<file path="src/rtl/conv_sched_pkg.sv">
// Shared types and default geometry for the TDM slot scheduler.
package conv_sched_pkg;

    localparam int SLOTS_DEF         = 32;
    localparam int BITS_PER_SLOT_DEF = 8;
    localparam int FRAME_BITS_DEF    = SLOTS_DEF * BITS_PER_SLOT_DEF;
    localparam int SLOT_W_DEF        = $clog2(SLOTS_DEF);
    localparam int BIT_W_DEF         = $clog2(BITS_PER_SLOT_DEF);

    typedef enum logic [1:0] {
        OWN_NONE = 2'd0,
        OWN_DT   = 2'd1,
        OWN_STM  = 2'd2,
        OWN_RSVD = 2'd3
    } owner_e;

    typedef enum logic [1:0] {
        ST_HUNT   = 2'd0,
        ST_ALIGN  = 2'd1,
        ST_LOCKED = 2'd2
    } sched_state_e;

    // Reserved owner codes behave exactly like an unowned slot.
    function automatic logic owner_is_free(input owner_e own);
        return (own == OWN_NONE) || (own == OWN_RSVD);
    endfunction

endpackage

</file>
<file path="src/rtl/conv_edge_sync.sv">
// Multi-flop synchroniser with a registered output: either a rising-edge pulse
// (EDGE_DET=1) or the synchronised level delayed to the same latency (EDGE_DET=0).
module conv_edge_sync #(
    parameter int SYNC_STAGES = 2,
    parameter bit EDGE_DET    = 1'b1,
    parameter bit RESET_VAL   = 1'b0
) (
    input  logic clk_i,
    input  logic rst_n_i,
    input  logic d_i,
    output logic sync_o
);

    logic [SYNC_STAGES-1:0] sync_q;
    logic                   lvl_q;
    logic                   out_q;
    logic                   out_d;

    always_comb begin
        out_d = sync_q[SYNC_STAGES-1];
        if (EDGE_DET) begin
            out_d = sync_q[SYNC_STAGES-1] & ~lvl_q;
        end
    end

    always_ff @(posedge clk_i or negedge rst_n_i) begin
        if (!rst_n_i) begin
            sync_q <= {SYNC_STAGES{RESET_VAL}};
            lvl_q  <= RESET_VAL;
            out_q  <= EDGE_DET ? 1'b0 : RESET_VAL;
        end else begin
            sync_q <= {sync_q[SYNC_STAGES-2:0], d_i};
            lvl_q  <= sync_q[SYNC_STAGES-1];
            out_q  <= out_d;
        end
    end

    assign sync_o = out_q;

endmodule

</file>
<file path="src/rtl/conv_tdm_slot_scheduler.sv">
// ST-BUS style frame/slot sequencer: locks to f0, tracks slot/bit, grants bits from an owner table.
// Optional test pattern on unowned slots when CONV_SCHED_TEST_PAT_EN is defined.
module conv_tdm_slot_scheduler
    import conv_sched_pkg::*;
#(
    parameter int SLOTS         = SLOTS_DEF,
    parameter int BITS_PER_SLOT = BITS_PER_SLOT_DEF,
    parameter int SYNC_STAGES   = 2,
    parameter int LOCK_FRAMES   = 2
) (
    input  logic                             clk50,
    input  logic                             reset_n,
    input  logic                             c4,
    input  logic                             f0,
    input  logic                             cfg_we,
    input  logic [$clog2(SLOTS)-1:0]         cfg_slot,
    input  logic [1:0]                       cfg_owner,
    input  logic                             cpu_ack,
    input  logic                             err_clr,
    output logic                             bit_strobe,
    output logic [$clog2(SLOTS)-1:0]         slot_idx,
    output logic [$clog2(BITS_PER_SLOT)-1:0] bit_idx,
    output logic                             grant_dt,
    output logic                             grant_stm,
    output logic                             locked,
    output logic                             sync_err,
    output logic                             cpu_int,
    output logic                             test_out
);

    localparam int SLOT_W = $clog2(SLOTS);
    localparam int BIT_W  = $clog2(BITS_PER_SLOT);
    localparam int GOOD_W = $clog2(LOCK_FRAMES + 1);

    logic              strobe_w;
    logic              f0_s;
    sched_state_e      state_q, state_d;
    logic [GOOD_W-1:0] good_q, good_d;
    logic [SLOT_W-1:0] slot_q, slot_d;
    logic [BIT_W-1:0]  bit_q, bit_d;
    owner_e            owner_q [SLOTS];
    owner_e            own_cur;
    logic              at_end, loss, frame_hit;
    logic              grant_dt_q, grant_stm_q, sync_err_q, cpu_int_q;

    conv_edge_sync #(.SYNC_STAGES(SYNC_STAGES), .EDGE_DET(1'b1), .RESET_VAL(1'b0)) u_c4_sync (
        .clk_i(clk50), .rst_n_i(reset_n), .d_i(c4), .sync_o(strobe_w)
    );

    // f0 is active low, so its synchroniser idles high out of reset.
    conv_edge_sync #(.SYNC_STAGES(SYNC_STAGES), .EDGE_DET(1'b0), .RESET_VAL(1'b1)) u_f0_sync (
        .clk_i(clk50), .rst_n_i(reset_n), .d_i(f0), .sync_o(f0_s)
    );

    assign at_end = (slot_q == SLOT_W'(SLOTS - 1)) && (bit_q == BIT_W'(BITS_PER_SLOT - 1));

    always_ff @(posedge clk50 or negedge reset_n) begin
        if (!reset_n) begin
            state_q <= ST_HUNT;
            good_q  <= '0;
        end else begin
            state_q <= state_d;
            good_q  <= good_d;
        end
    end

    always_comb begin
        state_d   = state_q;
        good_d    = good_q;
        loss      = 1'b0;
        frame_hit = 1'b0;
        if (strobe_w) begin
            case (state_q)
                ST_HUNT: begin
                    if (!f0_s) begin
                        state_d = ST_ALIGN;
                        good_d  = '0;
                    end
                end
                ST_ALIGN: begin
                    if (!f0_s && at_end) begin
                        good_d = good_q + GOOD_W'(1);
                        if (good_q == GOOD_W'(LOCK_FRAMES - 1)) state_d = ST_LOCKED;
                    end else if (!f0_s) begin
                        good_d = '0;
                    end else if (at_end) begin
                        state_d = ST_HUNT;
                    end
                end
                ST_LOCKED: begin
                    // Pulse missing at the frame boundary or arriving anywhere else.
                    if (f0_s == at_end) begin
                        state_d = ST_HUNT;
                        loss    = 1'b1;
                    end else if (at_end) begin
                        frame_hit = 1'b1;
                    end
                end
                default: state_d = ST_HUNT;
            endcase
        end
    end

    always_comb begin
        slot_d = slot_q;
        bit_d  = bit_q;
        if (strobe_w) begin
            if (!f0_s || at_end) begin
                slot_d = '0;
                bit_d  = '0;
            end else if (bit_q == BIT_W'(BITS_PER_SLOT - 1)) begin
                slot_d = slot_q + SLOT_W'(1);
                bit_d  = '0;
            end else begin
                bit_d = bit_q + BIT_W'(1);
            end
        end
    end

    assign own_cur = (cfg_we && (cfg_slot == slot_d)) ? owner_e'(cfg_owner) : owner_q[slot_d];

    always_ff @(posedge clk50 or negedge reset_n) begin
        if (!reset_n) begin
            slot_q      <= '0;
            bit_q       <= '0;
            grant_dt_q  <= 1'b0;
            grant_stm_q <= 1'b0;
            sync_err_q  <= 1'b0;
            cpu_int_q   <= 1'b0;
            for (int i = 0; i < SLOTS; i++) owner_q[i] <= OWN_NONE;
        end else begin
            slot_q     <= slot_d;
            bit_q      <= bit_d;
            sync_err_q <= loss | (sync_err_q & ~err_clr);
            cpu_int_q  <= frame_hit | (cpu_int_q & ~cpu_ack);
            if (cfg_we) owner_q[cfg_slot] <= owner_e'(cfg_owner);
            if (strobe_w) begin
                grant_dt_q  <= (state_d == ST_LOCKED) && (own_cur == OWN_DT);
                grant_stm_q <= (state_d == ST_LOCKED) && (own_cur == OWN_STM);
            end
        end
    end

`ifdef CONV_SCHED_TEST_PAT_EN
    logic test_q;

    always_ff @(posedge clk50 or negedge reset_n) begin
        if (!reset_n) begin
            test_q <= 1'b0;
        end else if (strobe_w) begin
            test_q <= (state_d == ST_LOCKED) && owner_is_free(own_cur) && !bit_d[0];
        end
    end

    assign test_out = test_q;
`else
    assign test_out = 1'b0;
`endif

    always_comb begin
        bit_strobe = strobe_w;
        slot_idx   = slot_q;
        bit_idx    = bit_q;
        locked     = (state_q == ST_LOCKED);
        grant_dt   = grant_dt_q;
        grant_stm  = grant_stm_q;
        sync_err   = sync_err_q;
        cpu_int    = cpu_int_q;
    end

endmodule
</file>
<file path="config.mk">
export PLATFORM = sky130hd
export DESIGN_NAME = conv_tdm_slot_scheduler
export DESIGN_NICKNAME = d
export VERILOG_FILES = /design/src/rtl/conv_sched_pkg.sv /design/src/rtl/conv_edge_sync.sv /design/src/rtl/conv_tdm_slot_scheduler.sv
export SDC_FILE = /design/constraint.sdc
export NUM_CORES = 1
export LEC_CHECK = 0
export ABC_AREA = 1
export BUFFER_PORTS_ARGS = -buffer_cell sky130_fd_sc_hd__buf_2
export CORE_MARGIN = 8
export CORE_UTILIZATION = 55
export CTS_CLUSTER_SIZE = 30
export DETAILED_ROUTE_END_ITERATION = 8
export PLACE_DENSITY = 0.73
export SYNTH_ARGS = -nofsm -noshare
export SYNTH_HDL_FRONTEND = slang
export SYNTH_SLANG_ARGS = --single-unit
</file>
<file path="constraint.sdc">
create_clock -name clk50 -period 4.8 [get_ports clk50]
set_clock_uncertainty 0.1 [all_clocks]
set_input_delay 0.48 -clock clk50 [delete_from_list [all_inputs] [get_ports clk50]]
set_output_delay 0.48 -clock clk50 [all_outputs]
set_load 0.02 [all_outputs]
</file>
# --- Yosys cells after proc, flatten, opt, wreduce, memory -nomap -nowiden ---
# Cells that the tools add are included.
word_totals:
  regBits: 87
  in_bits: 14
classes:
  n_addsub: 3
  order_cmp: 3
  eq_ne: 10
  n_mux: 30
  bitwise_logic: 10
  n_reduce_logical: 11
op_table:
  columns: ["op", "n"]
  rows:
  - ["$bwmux W64", 1]
  - ["$mux W2", 13]
  - ["$mux W5", 3]
  - ["$ge A6 B6 Y1 const B", 2]
  - ["$not A5 Y6", 2]
  - ["$bmux W2 S5", 1]
  - ["$demux W2 S5", 1]
  - ["$mux W1", 7]
  - ["$eq A2 B1 Y1 const B", 3]
  - ["$eq A2 B2 Y1 const B", 3]
  - ["$logic_and A1 B1 Y1", 6]
  - ["$lt A6 B1 Y1 const B", 1]
  - ["$mux W3", 2]
  - ["$pmux W2 S3", 1]
  - ["$add A5 B1 Y5 const B", 1]
  - ["$eq A5 B5 Y1", 1]
  - ["$eq A5 B5 Y1 const B", 1]
  - ["$pmux W2 S2", 1]
  - ["$add A3 B1 Y3 const B", 1]
  - ["$and A1 B1 Y1", 3]
  - ["$eq A3 B3 Y1 const B", 1]
  - ["$not A1 Y1", 3]
  - ["$add A2 B1 Y2 const B", 1]
  - ["$logic_not A2 Y1", 1]
  - ["6 further kinds", 7]

# --- Depth between registers and ports, before layout ---
# Gate-level depths: netlist of run 1.
logic_depth:
  depth_word: 12
  ltp_mapped: 22
  ltp_nobuf: 22

# --- Hierarchy ---
# A second synthesis of run 1 with hierarchy kept.
unflattened:
  cells_unflattened: 559
  area_unflattened_um2: 4355.4
by_module_without_submodules:
  columns: ["module", "n_inst", "cells_each", "area_each_um2"]
  rows:
  - ["conv_tdm_slot_scheduler", 1, 550, 4166.5]
  - ["conv_edge_sync at u_c4_sync", 1, 6, 110.1]
  - ["conv_edge_sync at u_f0_sync", 1, 3, 78.8]

# --- Least setup slack after synthesis of run 1 ---
# Ideal clock, no wire load.
synth_timing:
  path_type: "register to register"
  from: "reg slot_q[0] (netlist: slot_idx[0])"
  to: "reg grant_dt_q (netlist: grant_dt)"
  arrival_ps: 2479
  required_time_ps: 4583
  setup_slack_ps: 2103
  stages_incl_launch_ff: 21
  path_buffers: 2
  period_less_slack_ps: 2697
  cell_sequence: "dfrtp_1 -> ha_1 -> inv_1 -> nor3_1 -> ha_1 -> nand2_1 -> ha_1 -> inv_1 -> nand2_2 -> buf_6 -> nand2_1 -> nor2_4 -> buf_4 -> o211ai_1 -> nand3_1 -> nand3_1 -> nand3_1 -> nand3_1 -> nand2_1 -> nand3_1 -> nand2_1"
synth_via:
  elab_chain_cells: 12
  elab_cells_between_ends: 25
  classes_between: "1 x add/sub; 5 x eq/ne; 13 x mux; 1 x bitwise; 5 x reduce/logical"
synth_rtl:
  columns: ["item", "line", "text"]
  rows:
  - ["start, declared", "conv_tdm_slot_scheduler.sv:39", "logic [SLOT_W-1:0] slot_q, slot_d;"]
  - ["start signal, assigned", "conv_tdm_slot_scheduler.sv:132", "slot_q <= slot_d;"]
  - ["parallel branches: the longest is 3 deep, another holds $add A5 B1 Y5", null, null]
  - ["$mux W5 *", "conv_tdm_slot_scheduler.sv:108", "if (!f0_s || at_end) begin"]
  - ["$mux W5 *", "conv_tdm_slot_scheduler.sv:107", "if (strobe_w) begin"]
  - ["named net slot_d[1]", "conv_tdm_slot_scheduler.sv:39", null]
  - ["$not A5 Y6 (implied by the code)", "conv_tdm_slot_scheduler.sv:120", "assign own_cur = (cfg_we && (cfg_slot == slot_d)) ? owner_e'(cfg_owner) : owner_q[slot_d];"]
  - ["$bmux W2 S5", "conv_tdm_slot_scheduler.sv:120", null]
  - ["$mux W2 (implied by the code) (2 in a row)", "conv_tdm_slot_scheduler.sv:120", null]
  - ["$mux W2 *", "conv_tdm_slot_scheduler.sv:120", null]
  - ["$eq A2 B1 Y1 *", "conv_tdm_slot_scheduler.sv:138", "grant_dt_q <= (state_d == ST_LOCKED) && (own_cur == OWN_DT);"]
  - ["$logic_and A1 B1 Y1 *", "conv_tdm_slot_scheduler.sv:138", null]
  - ["end signal, assigned", "conv_tdm_slot_scheduler.sv:138", null]
  - ["end, declared", "conv_tdm_slot_scheduler.sv:44", "logic grant_dt_q, grant_stm_q, sync_err_q, cpu_int_q;"]
# Mark *: on every way through the listed nets, which the timed path passes. The select of a mux whose other input is x is not followed.
# A chain may end at the register's enable or synchronous reset.

# --- Worst setup path in the final report of run 1 ---
layout_timing:
  from: "reg slot_q[0] (netlist: slot_idx[0])"
  to: "reg grant_stm_q (netlist: grant_stm)"
layout_via:
  elab_chain_cells: 12
  elab_cells_between_ends: 25
  classes_between: "1 x add/sub; 5 x eq/ne; 13 x mux; 1 x bitwise; 5 x reduce/logical"
layout_rtl:
  columns: ["item", "line", "text"]
  rows:
  - ["parallel branches: the longest is 11 deep, another holds $add A5 B1 Y5", null, null]
  - ["$logic_and A1 B1 Y1 *", "conv_tdm_slot_scheduler.sv:139", "grant_stm_q <= (state_d == ST_LOCKED) && (own_cur == OWN_STM);"]
  - ["end signal, assigned", "conv_tdm_slot_scheduler.sv:139", null]
  - ["end, declared", "conv_tdm_slot_scheduler.sv:44", null]
# Mark *: on every way between the ends. The select of a mux whose other input is x is not followed.

==> summary.txt, run 1 <==
Yosys reg bits: 87
EDFF count, synth: 0
Die span in x: 105.3 microns
Pwr Density: 362.6 nW/um^2
Main synth FF type: dfrtp_1
Gpl congestion: 0.9069
Vias in the first global route: 3504
First-pass GRT wire length: 17.40 mm
Pre-Repair DR Iteration Count: 6
Post-synthesis area per instance: 7.888 sq um
Initial drt markers: 332
Syn Nets: 577
Cell repeated most along the worst path: nand3_1
Smallest hold slack: 0.1144 ns
Clock tree buffer depth: 2
CTS tree: yes
Reg2reg setup slack: 1.57 ns
Endpoint arrival time on the critical path: 3.41 ns
Detailed placer's ending HPWL: 7.422 mm
Maximum net fanout on the critical path: 35
N_diodes: 0
Worst slew pin tran: 1.220 ns
Core Region: 7727 sq um
Max Slew Vio Count: 0
Site Rows: 32
Slew headroom: 18.04%
IO Port Bufs: 27
Drt wl/cell: 15.34 microns
FF-to-FF path depth: 18
Ys async rst share: 100.0%
Clock transition at the registers of the reported paths: 0.08 ns
Final period util: 67.19%
Overflow after GRT: 0
Vias: 3801
Peak VDD IR: 176.9 uV
Setup slack at placement: 1.636 ns
Post-synthesis sequential area ratio: 49.73%
Depth of the CTS H-tree: 3
Yosys warns: 0
Total CTS buffers: 9
Hold EP: u_f0_sync.sync_q[0]$_DFF_PN1_
Area after detailed placement: 4549 sq um
Fmax: 0.3100 GHz
Antenna viol nets, final: 0
Final setup fails: 0
RSZ-0062 raised after global routing: no
P_leak: 2.287 nW
Setup TNS: 0 ns
Crit-path cells: ha_1, inv_1, nor3_1, ha_1, nand2_1, ha_1, inv_1, nand2_2, nand3_4, inv_4, nand2_1, nand3_1, nand3_1, nand3_1, nand3_1, nand3_1, nand2_1, o21bai_1
Slowest cell on the critical path: dfrtp_1
Setup bufs post-CTS: 0
Hold_buf cts: 0
Critical path's largest stage delay: 0.44 ns
Crit Reg-Reg Startpoint: slot_idx[0]$_DFF_PN0_
Die Y: 105.3 microns
Synth unique cells: 35
Largest net degree at the start of global routing: 88
Max Cap Violations: 0
Clock sinks: 87
Tmin final: 3.225 ns
Overall fraction of global-route tracks in use: 19.35%
Final worst slack: 1.575 ns
Reg-to-Reg End: grant_stm$_DFFE_PN0P_
Total Power: 1.715 mW
DRC: 0
Total die area: 11090 sq um
Worst Setup End Kind: flop
Hold Crit Class: in -> reg
Critical Path RT: 4.98 ns
Post_cts resized: 0
Final Hold Violating Endpoints: 0
Vias per Instance: 5.565
Num ports: 29
Nets: 598
Hold Crit Depth: 1
Nature of the critical path startpoint: flop
Area Overhead vs Synth: 7.817%
Post-Synthesis Cells: 556
Initial antenna violation count: 0
Status: complete, no violations
Synthesized area: 4385 sq um
Starting Density: 56.75%
Fraction of layout cells with a size suffix above 1: 10.15%
Post-route cell area: 4728 sq um
Hold_sp: f0
CP Class: reg -> reg
Clk Latency, worst-skew pair: 0.36 ns
Root buffer cell: clkbuf_8
Total wire length: 10.48 mm
==> kinds of logic (layout without fill, tap and decap cells) <==
logic type      Yosys count  count (layout)  share of synthesized area, %
simple gates            293             293                         29.99
flops                    87              87                         49.73
buf+inv                  85             110                         8.188
compound gates           82              82                         9.786
fa+ha+maj                 7               7                         1.997
other cells               1               1                       0.08551
mux                       1               1                        0.2283
==> synth_stat cells, types with 2 or more instances <==
master	number	area [sq um]
buf_2	3	15.01
nand4_1	7	43.79
nand2_1	161	604.3
nor2_1	26	97.59
inv_1	64	240.2
clkbuf_1	7	26.28
nand2_4	2	22.52
nand3_1	71	355.3
nor3_1	13	65.06
buf_4	5	37.54
dfstp_2	3	78.83
inv_2	2	7.510
dfrtp_1	84	2102
nand2_2	3	18.77
o31ai_1	2	15.01
buf_6	2	22.52
a21oi_1	16	80.08
nor4_1	3	18.77
o21ai_0	59	295.3
nand3_4	2	35.03
ha_1	7	87.58
==> metrics by stage <==
| stage | instances | util [%] |
|---|---|---|
| after detailed placement | 668 | 58.87 |
| after global routing | 683 | 61.19 |
| after floorplan | 556 | - |
| after CTS | 683 | 61.19 |
| final | 683 | 61.19 |
| after global placement | 668 | 58.87 |
==> layout make-up <==
type | instances | area [sq um]
clock buffers | 11 | 131.4
fillers | 707 | 2999
flip-flops and latches | 87 | 2181
multi-input cells | 384 | 1846
clock inverters | 4 | 47.55
well taps | 102 | 127.6
repair buffers | 27 | 137.6
inverters | 68 | 257.7
==> sequential cells by signal, indices dropped and copies added (netlist names) <==
name / count
cpu_int: 1
u_c4_sync.lvl_q: 1
sync_err: 1
grant_stm: 1
u_f0_sync.sync_q: 2
slot_idx: 5
grant_dt: 1
state_q: 2
u_c4_sync.sync_q: 2
good_q: 2
u_f0_sync.sync_o: 1
u_c4_sync.sync_o: 1
bit_idx: 3
owner_q: 64
==> worst max path at each step <==
stage / startpoint / slack (ns) / depth (start not counted) / endpoint
6_report: slot_idx[0]$_DFF_PN0_ / 1.57 / 18 / grant_stm$_DFFE_PN0P_
5_1_grt: slot_idx[0]$_DFF_PN0_ / 1.18 / 19 / grant_dt$_DFFE_PN0P_
4_1_cts: slot_idx[0]$_DFF_PN0_ / 1.62 / 20 / grant_dt$_DFFE_PN0P_
3_5_place_dp: slot_idx[0]$_DFF_PN0_ / 1.64 / 19 / grant_stm$_DFFE_PN0P_
3_3_place_gp: slot_idx[0]$_DFF_PN0_ / 1.74 / 19 / grant_stm$_DFFE_PN0P_
2_1_floorplan: slot_idx[0]$_DFF_PN0_ / 2.10 / 20 / grant_dt$_DFFE_PN0P_
==> worst max-delay path: cells and delay by family, from the launching register on <==
family,cells,cell delay (ns)
flip-flops,1,0.44
AND/OR/NAND/NOR,11,1.33
buffers and inverters,3,0.50
AO/OA/AOI/OAI,1,0.17
adder cells (fa/ha/maj),3,0.61
==> cells in the final DEF (no fill, tap or decap), types with 9 or more instances in the layout <==
cell type,Yosys,routed
nor2_1,26,26
buf_2,3,26
clkbuf_8,0,9
nand2_1,161,161
nand3_1,71,71
inv_1,64,64
a21oi_1,16,16
dfrtp_1,84,84
o21ai_0,59,59
nor3_1,13,13
==> power breakdown <==
| group | total (mW) | switching (mW) | internal [mW] | leakage [nW] |
|---|---|---|---|---|
| registers | 0.927 | 0.0751 | 0.852 | 1.10 |
| clock network | 0.478 | 0.242 | 0.236 | 0.0892 |
| logic | 0.310 | 0.197 | 0.112 | 1.10 |
| total | 1.71 | 0.514 | 1.20 | 2.29 |
==> per-layer routing <==
metal | up-vias | GRT usage, % | share of wire, %
met3 | 26 | 4.141 | 6.5
met4 | 0 | 8.257 | 2.8
met2 | 150 | 30.26 | 46
li1 | 1850 | - | -
met5 | - | 0 | 0
met1 | 1775 | 25.42 | 45
Power figures use the tool's default switching activity.
==> run 2: changes to the inputs <==
==> constraint.sdc (replaced) <==
create_clock -name clk50 -period 3.3 [get_ports clk50]
set_clock_uncertainty 0.1 [all_clocks]
set_input_delay 0.33 -clock clk50 [delete_from_list [all_inputs] [get_ports clk50]]
set_output_delay 0.33 -clock clk50 [all_outputs]
set_load 0.02 [all_outputs]
==> run 2 against run 1 <==
- final area rose by 2.6%
- sequential cell count unchanged
- fmax rose by 9.2%
- sequential power rose by 45%
- combinational power increased by 53%
==> summary.txt, run 2 (same netlist as run 1, synthesis figures left out) <==
Critical path's largest stage delay: 0.44 ns
Critical path buffers and inverters: 4
Clock sinks: 87
Site Rows: 32
Die span in x: 105.3 microns
Metal3 WL: 603 microns
Clock tree buffer depth: 2
Starting Density: 56.75%
Final Hold Violating Endpoints: 0
Drt wl/cell: 15.60 microns
Largest net degree at the start of global routing: 88
Pre-Repair DR Iteration Count: 5
Largest Register: owner_q
Overflow after GRT: 0
Post-layout util: 62.78%
DRC: 0
Clk Latency, worst-skew pair: 0.35 ns
Smallest hold slack: 0.04983 ns
Antenna viol nets, final: 0
Worst slew pin tran: 1.068 ns
Met2 wire length: 4.903 mm
CP Class: reg -> reg
Clock transition at the registers of the reported paths: 0.08 ns
Critical Path Start: slot_idx[0]$_DFF_PN0_
Post-Route M1 WL: 5.118 mm
Endpoint arrival time on the critical path: 3.15 ns
Hold Crit Class: in -> async
Setup TNS: 0 ns
Nets: 608
Critical path capture point: grant_dt$_DFFE_PN0P_
Total CTS buffers: 9
DR top layer: met4
N_diodes: 0
Crit Reg-Reg Startpoint: slot_idx[0]$_DFF_PN0_
Slew headroom: 28.82%
Max Cap Violations: 0
Initial antenna violation count: 0
Final worst slack: 0.3460 ns
Gpl congestion: 0.9194
Maximum net fanout on the critical path: 13
Max reg flops: 64
FF-to-FF path depth: 22
Area Overhead vs Synth: 10.61%
Top Family by Delay on Critical Path: simple AND/OR/NAND/NOR gates
Detailed placer's ending HPWL: 7.519 mm
Most common cell after layout, fill and taps aside: nand2_1
RSZ-0062 raised after global routing: no
Critical path depth: 22
Status: complete, no violations
Die Y: 105.3 microns
Most frequent cells in the layout: nand2_1 (161), dfrtp_1 (84), nand3_1 (71), inv_1 (64), o21ai_0 (59)
Depth of the CTS H-tree: 3
Num ports: 29
Final period util: 89.51%
Slowest cell on the critical path: dfrtp_1
Critical Path RT: 3.50 ns
Vias per Instance: 5.576
CTS tree: yes
Core Region: 7727 sq um
Initial drt markers: 382
Fmax: 0.3385 GHz
Crit-path cells: ha_1, inv_1, nor3_1, ha_1, nand2_1, ha_1, inv_1, nand2_4, inv_1, nor2_2, nand2_4, nand2_1, nand2_1, a21oi_1, nand2_1, nor2_1, nand2_1, inv_1, nand2_1, nand2_1, nand3_1, nand2_1
IO Port Bufs: 27
Pwr Density: 524.6 nW/um^2
Cell repeated most along the worst path: nand2_1
Vias: 3870
Setup slack at placement: 0.2072 ns
Tmin final: 2.954 ns
Vias in the first global route: 3655
Max Slew Vio Count: 0
Overall fraction of global-route tracks in use: 20.31%
Reg2reg setup slack: 0.35 ns
Total die area: 11090 sq um
First-pass GRT wire length: 18.37 mm
P_leak: 2.346 nW
Root buffer cell: clkbuf_8
Peak VDD IR: 276.9 uV
Worst Setup End Kind: flop
Final setup fails: 0
Nature of the critical path startpoint: flop
Total wire length: 10.83 mm
Fraction of layout cells with a size suffix above 1: 11.49%
Reg-to-Reg End: grant_dt$_DFFE_PN0P_
run 2: how the worst min path moves through the flow:
stage	from	endpoint	slack (ns)	cells past startpoint
global route	err_clr	sync_err$_DFF_PN0_	0.07	2
detailed placement	u_f0_sync.sync_q[1]$_DFF_PN1_	u_f0_sync.sync_o$_DFF_PN1_	0.25	0
global placement	u_c4_sync.sync_q[0]$_DFF_PN0_	u_c4_sync.sync_q[1]$_DFF_PN0_	0.23	0
finish	reset_n	good_q[0]$_DFFE_PN0P_	0.05	1
floorplan	reset_n	bit_idx[0]$_DFFE_PN0P_	-0.07	0
CTS	cpu_ack	cpu_int$_DFF_PN0_	0.04	2
run 2: per-stage QoR:
step           power [mW]  cell area (sq um)  instances
2_1_floorplan       1.662               4385        556
3_3_place_gp        1.803               4594        674
3_5_place_dp        1.818               4594        674
4_1_cts             2.554               4806        692
5_1_grt             2.702               4851        694
6_report            2.545               4851        694
run 2: area by class of cell:
type	count	area [sq um]
repair buffers	36	222.7
well taps	102	127.6
multi-input cells	385	1868
inverters	68	260.3
flip-flops and latches	87	2181
fillers	685	2877
clock buffers	13	148.9
clock inverters	3	42.54
run 2: repair_timing:
item / 4_1_cts / 5_1_grt
setup buffers: 0 / 1
gates resized for setup: 0 / 4
hold buffers: 2 / 0
endpoints found under the hold margin: 2 / 0
endpoints found under the setup margin: 0 / 2
run 2: per-layer routing:
layer	vias up	global-route usage [%]
met5	-	0
met3	22	3.532
li1	1872	-
met2	131	30.80
met4	0	7.441
met1	1845	28.47
run 2: where the power goes:
part	internal (mW)	switching [mW]
logic	0.175	0.300
clock network	0.371	0.363
registers	1.24	0.0963
total	1.78	0.760
